[src/rtl/sort_window_ctrl_pkg.sv]
// Shared types and default constants for the temporal sort window sequencer.
package sort_ctrl_pkg;

   // Default encoding range: values 0..MAX_T, plus GUARD idle cycles before close.
   localparam int MAX_T = 63;
   localparam int GUARD = 5;

   // Last window cycle index; the window lasts T_END+1 cycles.
   localparam int T_END = MAX_T + GUARD;

   // Timestamp width wide enough to hold 0..T_END.
   localparam int TW = $clog2(T_END + 1);

   // Timestamp reported for a sorted line that never rose inside the window.
   localparam logic [TW-1:0] SENTINEL = {TW{1'b1}};

   typedef enum logic [1:0] {
      IDLE,
      LOAD,
      RUN,
      READ
   } state_t;

endpackage : sort_ctrl_pkg

[src/rtl/sort_window_ctrl_edge_capture.sv]
// Per-line first-rise timestamp capture for the sorter outputs.
// Each line latches the window time of its first observed 1, once per window.
module edge_capture #(
   parameter int N  = 32,
   parameter int TW = 7
) (
   input  logic            clk,
   input  logic            rst_n,
   input  logic [N-1:0]    sorted_out,
   input  logic [TW-1:0]   t_q,
   input  logic            en,
   input  logic            clr,
   input  logic            close,
   output logic [N*TW-1:0] cap_flat
);

   logic [N-1:0] seen;

   // Latch the first rise time of each line; lines still low at close get the sentinel.
   always_ff @(posedge clk or negedge rst_n) begin
      // NOTE: the capture array is reset too, so out_time reads 0 after reset
      // instead of stale contents from a previous window.
      if (!rst_n) begin
         seen     <= '0;
         cap_flat <= '0;
      end else if (clr) begin
         seen <= '0;
      end else if (en) begin
         for (int k = 0; k < N; k++) begin
            if (sorted_out[k] && !seen[k]) begin
               cap_flat[k*TW +: TW] <= t_q;
               seen[k]              <= 1'b1;
            end else if (close && !seen[k]) begin
               cap_flat[k*TW +: TW] <= {TW{1'b1}};
            end
         end
      end
   end

endmodule : edge_capture

[src/rtl/sort_window_ctrl.sv]
// Sequencer for a temporal bitonic sorter: loads N values, turns each into a
// 0->1 edge during one window (larger value = earlier edge), timestamps the
// sorter outputs, then streams the N timestamps out in sorted-line order.
module sort_window_ctrl #(
   parameter int N     = 32,
   parameter int VW    = 6,
   parameter int MAX_T = sort_ctrl_pkg::MAX_T,
   parameter int GUARD = sort_ctrl_pkg::GUARD,
   parameter int TW    = $clog2(MAX_T + GUARD + 1)
) (
   input  logic                 clk,
   input  logic                 rst_n,
   input  logic                 start,
   input  logic                 abort,
   input  logic                 in_valid,
   output logic                 in_ready,
   input  logic [VW-1:0]        in_data,
   output logic [N-1:0]         raw_in,
   input  logic [N-1:0]         sorted_out,
   output logic                 out_valid,
   input  logic                 out_ready,
   output logic [$clog2(N)-1:0] out_idx,
   output logic [TW-1:0]        out_time,
   output logic                 busy,
   output logic                 done
);

   import sort_ctrl_pkg::*;

   localparam int IW     = $clog2(N);
   localparam int LAST_T = MAX_T + GUARD;

   state_t               state;
   logic [IW-1:0]        idx;
   logic [TW-1:0]        t_q;
   logic [N-1:0][VW-1:0] val;
   logic [VW-1:0]        sat_data;
   logic [N-1:0]         raw_next;
   logic [N*TW-1:0]      cap_flat;
   logic                 in_fire;
   logic                 out_fire;
   logic                 load_last;
   logic                 run_last;
   logic                 read_last;

   assign in_fire   = in_valid && in_ready;
   assign out_fire  = out_valid && out_ready;
   assign load_last = (state == LOAD) && in_fire && (idx == IW'(N - 1));
   assign run_last  = (state == RUN) && (t_q == TW'(LAST_T));
   assign read_last = (state == READ) && out_fire && (idx == IW'(N - 1));

   // Clamp out-of-range input values to the largest encodable value.
   always_comb begin
      // NOTE: every combinational output gets a value before any branch,
      // so no path can leave it unassigned and infer a latch.
      sat_data = in_data;
      if (int'(in_data) > MAX_T) sat_data = VW'(MAX_T);
   end

   // Edge lines for the next window cycle: value v is high once time exceeds MAX_T - v.
   always_comb begin
      raw_next = '0;
      for (int j = 0; j < N; j++) begin
         raw_next[j] = (int'(t_q) + 1) > (MAX_T - int'(val[j]));
      end
   end

   // Main sequencer: load, run the window, read out; abort wins over everything.
   always_ff @(posedge clk or negedge rst_n) begin
      // NOTE: all state here uses non-blocking assignments so every register
      // samples the pre-edge values regardless of statement order.
      if (!rst_n) begin
         state     <= IDLE;
         idx       <= '0;
         t_q       <= '0;
         val       <= '0;
         raw_in    <= '0;
         in_ready  <= 1'b0;
         out_valid <= 1'b0;
         busy      <= 1'b0;
         done      <= 1'b0;
      end else if (abort) begin
         state     <= IDLE;
         idx       <= '0;
         t_q       <= '0;
         raw_in    <= '0;
         in_ready  <= 1'b0;
         out_valid <= 1'b0;
         busy      <= 1'b0;
         done      <= 1'b0;
      end else begin
         done <= 1'b0;
         case (state)
            IDLE: begin
               if (start) begin
                  state    <= LOAD;
                  idx      <= '0;
                  in_ready <= 1'b1;
                  busy     <= 1'b1;
               end
            end
            LOAD: begin
               if (in_fire) begin
                  val[idx] <= sat_data;
                  if (load_last) begin
                     state    <= RUN;
                     idx      <= '0;
                     t_q      <= '0;
                     raw_in   <= '0;
                     in_ready <= 1'b0;
                  end else begin
                     idx <= idx + IW'(1);
                  end
               end
            end
            RUN: begin
               if (run_last) begin
                  state     <= READ;
                  idx       <= '0;
                  raw_in    <= '0;
                  out_valid <= 1'b1;
               end else begin
                  t_q    <= t_q + TW'(1);
                  raw_in <= raw_next;
               end
            end
            READ: begin
               if (out_fire) begin
                  if (read_last) begin
                     state     <= IDLE;
                     idx       <= '0;
                     out_valid <= 1'b0;
                     busy      <= 1'b0;
                     done      <= 1'b1;
                  end else begin
                     idx <= idx + IW'(1);
                  end
               end
            end
            default: state <= IDLE;
         endcase
      end
   end

   // Output view of the capture array, forced to zero outside READ.
   assign out_idx  = out_valid ? idx : '0;
   assign out_time = out_valid ? cap_flat[idx*TW +: TW] : '0;

   edge_capture #(
      .N  (N),
      .TW (TW)
   ) u_edge_capture (
      .clk        (clk),
      .rst_n      (rst_n),
      .sorted_out (sorted_out),
      .t_q        (t_q),
      .en         ((state == RUN) && !abort),
      .clr        (load_last && !abort),
      .close      (run_last),
      .cap_flat   (cap_flat)
   );

endmodule : sort_window_ctrl

[config.mk]
export PLATFORM = sky130hd
export DESIGN_NAME = sort_window_ctrl
export DESIGN_NICKNAME = d
export VERILOG_FILES = /design/src/rtl/sort_window_ctrl_pkg.sv /design/src/rtl/sort_window_ctrl_edge_capture.sv /design/src/rtl/sort_window_ctrl.sv
export SDC_FILE = /design/constraint.sdc
export NUM_CORES = 1
export LEC_CHECK = 0
export ABC_AREA = 1
export CORE_ASPECT_RATIO = 0.7
export CORE_MARGIN = 4
export CORE_UTILIZATION = 45
export CTS_BUF_LIST = sky130_fd_sc_hd__clkbuf_4 sky130_fd_sc_hd__clkbuf_8
export DETAILED_ROUTE_END_ITERATION = 7
export PLACE_DENSITY = 0.71
export SLEW_MARGIN = 20
export SYNTH_ARGS = -nofsm -noshare
export SYNTH_HDL_FRONTEND = slang
export SYNTH_SLANG_ARGS = --single-unit
[constraint.sdc]
create_clock -name clk -period 4.2 [get_ports clk]
set_input_delay 0.84 -clock clk [delete_from_list [all_inputs] [get_ports clk]]
set_output_delay 0.84 -clock clk [all_outputs]
set_load 0.01 [all_outputs]
==> run_results.csv <==
group,metric,value,unit
status,outcome,"completed",
yosys,synth_edf_count,0,
critical_path,crit_slowest_cell,"dfrtp_4",
route,routed_wirelength,72.2,mm
worst_hold_path,hold_path_class,"in -> async",
sta,drv_slew,0,
route,remaining_drc_errors,0,
yosys,syn_area,26600,um^2
power_and_ir_drop,power_density,519,nW/um^2
sta,clock_skew,37.1,ps
critical_path,cp_max_fo,79,
global_route,grt_usage,23.2,%
global_route,antenna_found_initial,1,
critical_path,start_kind,"register",
sta,rsz0062_at_grt,"no",
layout,layout_common_cells,"816 x nand2_1, 494 x dfrtp_1, 410 x inv_1, 361 x nor2_1, 326 x a21oi_1",
placed_design,port_buffers,91,
layout,final_common_cell,"nand2_1",
sta,finalHoldViolations,0,
route,avgRoutedWirePerCell,17.1,um
flow_run,maxCapViolations,0,
yosys,synth-main-ff-cell,"dfrtp_1",
critical_path,worst-setup-path-type,"reg -> out",
critical_path,r2r_start,"idx[1]$_DFFE_PN0P_",
route,vias,21988,
sta,finalCritPeriodShare,95.5,%
route,drtIter0Drc,1865,
sta,fmax,249,MHz
critical_path,r2r_setup_slack,690,ps
yosys,ys_seq_elements,498,
power_and_ir_drop,p_leak,0.0164,uW
floorplan,row_count,74,
critical_path,setup.worst_path.end_class,"output pin",
sta,setup_viol,0,
cts,clk_path_buf_depth,3,
critical_path,path_cells,"buf_16 -> o21ai_0 -> o21ai_0 -> nand2_1 -> nand2_1 -> nor2_1 -> a21oi_1 -> clkdlybuf4s50_1",
critical_path,critPathLaunch,"idx[0]$_DFFE_PN0P_",
sta,setup_ws,188,ps
placed_design,hpwl,46.2,mm
yosys,avgSynthCellArea,8.01,um^2
critical_path,crit_required,3360,ps
yosys,syn_inst,3313,
yosys,async_flop_share,100,%
cts,clock_sinks,498,
layout,drive_above_1_share,8.12,%
critical_path,r2r_cells,12,
global_route,grt_first_pass_wirelength,118,mm
placed_design,placed_area,28300,um^2
cts,h-tree-depth,3,
route,postRouteAntennaNets,0,
global_route,first_global_vias,21386,
floorplan,dieArea,63000,um^2
critical_path,cpPeakStageDelay,620,ps
yosys,ys_seq_area_share,46.9,%
critical_path,r2r_end,"raw_in[23]$_DFFE_PN0P_",
cts,cts-root-buf,"clkbuf_8",
layout,utilization,51.4,%
sta,worst_pin_slew,1110,ps
floorplan,core-area,58300,um^2
cts,clk_latency,680,ps
layout,n_antenna_cell,0,
sta,slew_headroom,26.1,%
cts,cts_buffers,83,
cts,cts_tree,"done",
sta,setup_tns,0,ps
yosys,synthesis.nets,3560,
floorplan,start_util,45.5,%
floorplan,ios,92,
cts,clk_pin_slew,60,ps
placed_design,dp_slack,677,ps
sta,layout_min_cycle_time,4010,ps
placed_design,place_congestion,0.891,
sta,worst_hold_slack,178,ps
layout,finalInstanceArea,30000,um^2
route,drtPass1Iterations,5,
layout,nets,3640,
route,vias_per_cell,5.22,
power_and_ir_drop,peakVddDrop,0.253,mV
yosys,yosysWarningCount,0,
global_route,grt_max_degree,87,
yosys,yosysUniqueCellTypes,35,
floorplan,fp.dieH,211,um
floorplan,die-width,298,um
layout,layout-area-overhead-vs-synth,13.0,%
global_route,grt_overflow,0,
critical_path,arrival,3170,ps
critical_path,crit_path_end,"out_time[1]",
==> repair_timing <==
item	4_1_cts	5_1_grt
gates resized for setup	0	3
endpoints found under the setup margin	0	5
hold buffers	0	0
buffers inserted	0	0
==> where the power goes <==
part	total (uW)	leakage (uW)	switching (uW)	internal, uW
clock	4450	0.000902	2010	2450
combinational	4390	0.00934	2810	1580
sequential	6720	0.00611	613	6110
==> state kept, by name, indices dropped and copies added, names as in the netlist <==
name / flops
in_ready: 1
busy: 1
state: 2
u_edge_capture.seen: 32
done: 1
out_valid: 1
idx: 5
t_q: 7
val: 192
u_edge_capture.cap_flat: 224
raw_in: 32
==> critical path: cells and delay by family, from the launching register on <==
family                 cells  cell delay (ps)
AOI/OAI and AO/OA          3              640
buffers and inverters      2              910
DFF                        1              620
and+or+nand+nor            3              310
==> worst min-delay path by stage <==
stage | from | endpoint | slack, ps | cells past startpoint
finish | rst_n | u_edge_capture.seen[14]$_DFFE_PN0P_ | 180 | 1
detailed placement | raw_in[16]$_DFFE_PN0P_ | raw_in[16]$_DFFE_PN0P_ | 470 | 2
global placement | raw_in[2]$_DFFE_PN0P_ | raw_in[2]$_DFFE_PN0P_ | 470 | 2
CTS | rst_n | u_edge_capture.cap_flat[68]$_DFFE_PN0P_ | 170 | 1
global route | rst_n | u_edge_capture.seen[14]$_DFFE_PN0P_ | 200 | 1
floorplan | val[108]$_DFFE_PN0P_ | val[108]$_DFFE_PN0P_ | 450 | 2
==> through the flow <==
stage                     power (uW)  cells
after floorplan                 9590   3313
after global placement         11000   4067
after detailed placement       11100   4067
after CTS                      15600   4208
after global routing           16600   4209
final                          15600   4209
==> per-layer routing <==
| metal | global-route usage (%) | vias up | part of all wire, % |
|---|---|---|---|
| met4 | 5.83 | 2 | 1.9 |
| met1 | 35.2 | 10337 | 48 |
| met3 | 5.71 | 109 | 8.3 |
| met5 | 0 | - | 0.018 |
| met2 | 33.4 | 735 | 42 |
| li1 | - | 10805 | - |
==> layout make-up <==
class / count / area [um^2]
clock buffer: 132 / 1630
clock inverter: 9 / 60.1
fill: 5458 / 28300
inverter: 421 / 1590
multi-input combinational: 2249 / 11900
sequential: 498 / 12500
tap: 760 / 951
timing repair buffer: 140 / 1450
==> cell families after synthesis <==
family | synth area share, %
XOR/XNOR | 0.198
buffers and inverters | 8.70
AO/OA/AOI/OAI | 14.4
flip-flops | 46.9
adder cells (fa/ha/maj) | 9.57
AND/OR/NAND/NOR | 20.2
==> cell usage after synthesis, types with 37 or more instances <==
master    number  share of area, %
a21oi_1      326               6.1
buf_2         57               1.1
clkbuf_1      62              0.88
dfrtp_1      498                47
ha_1         203               9.6
inv_1        411               5.8
nand2_1      817                12
nand3_1       73               1.4
nor2_1       361               5.1
o211ai_1      43               1.2
o21ai_0      159               3.0
o21ai_1      116               2.2
o21ai_2       37               1.2
Note: power is estimated with default switching activity, not from simulation.
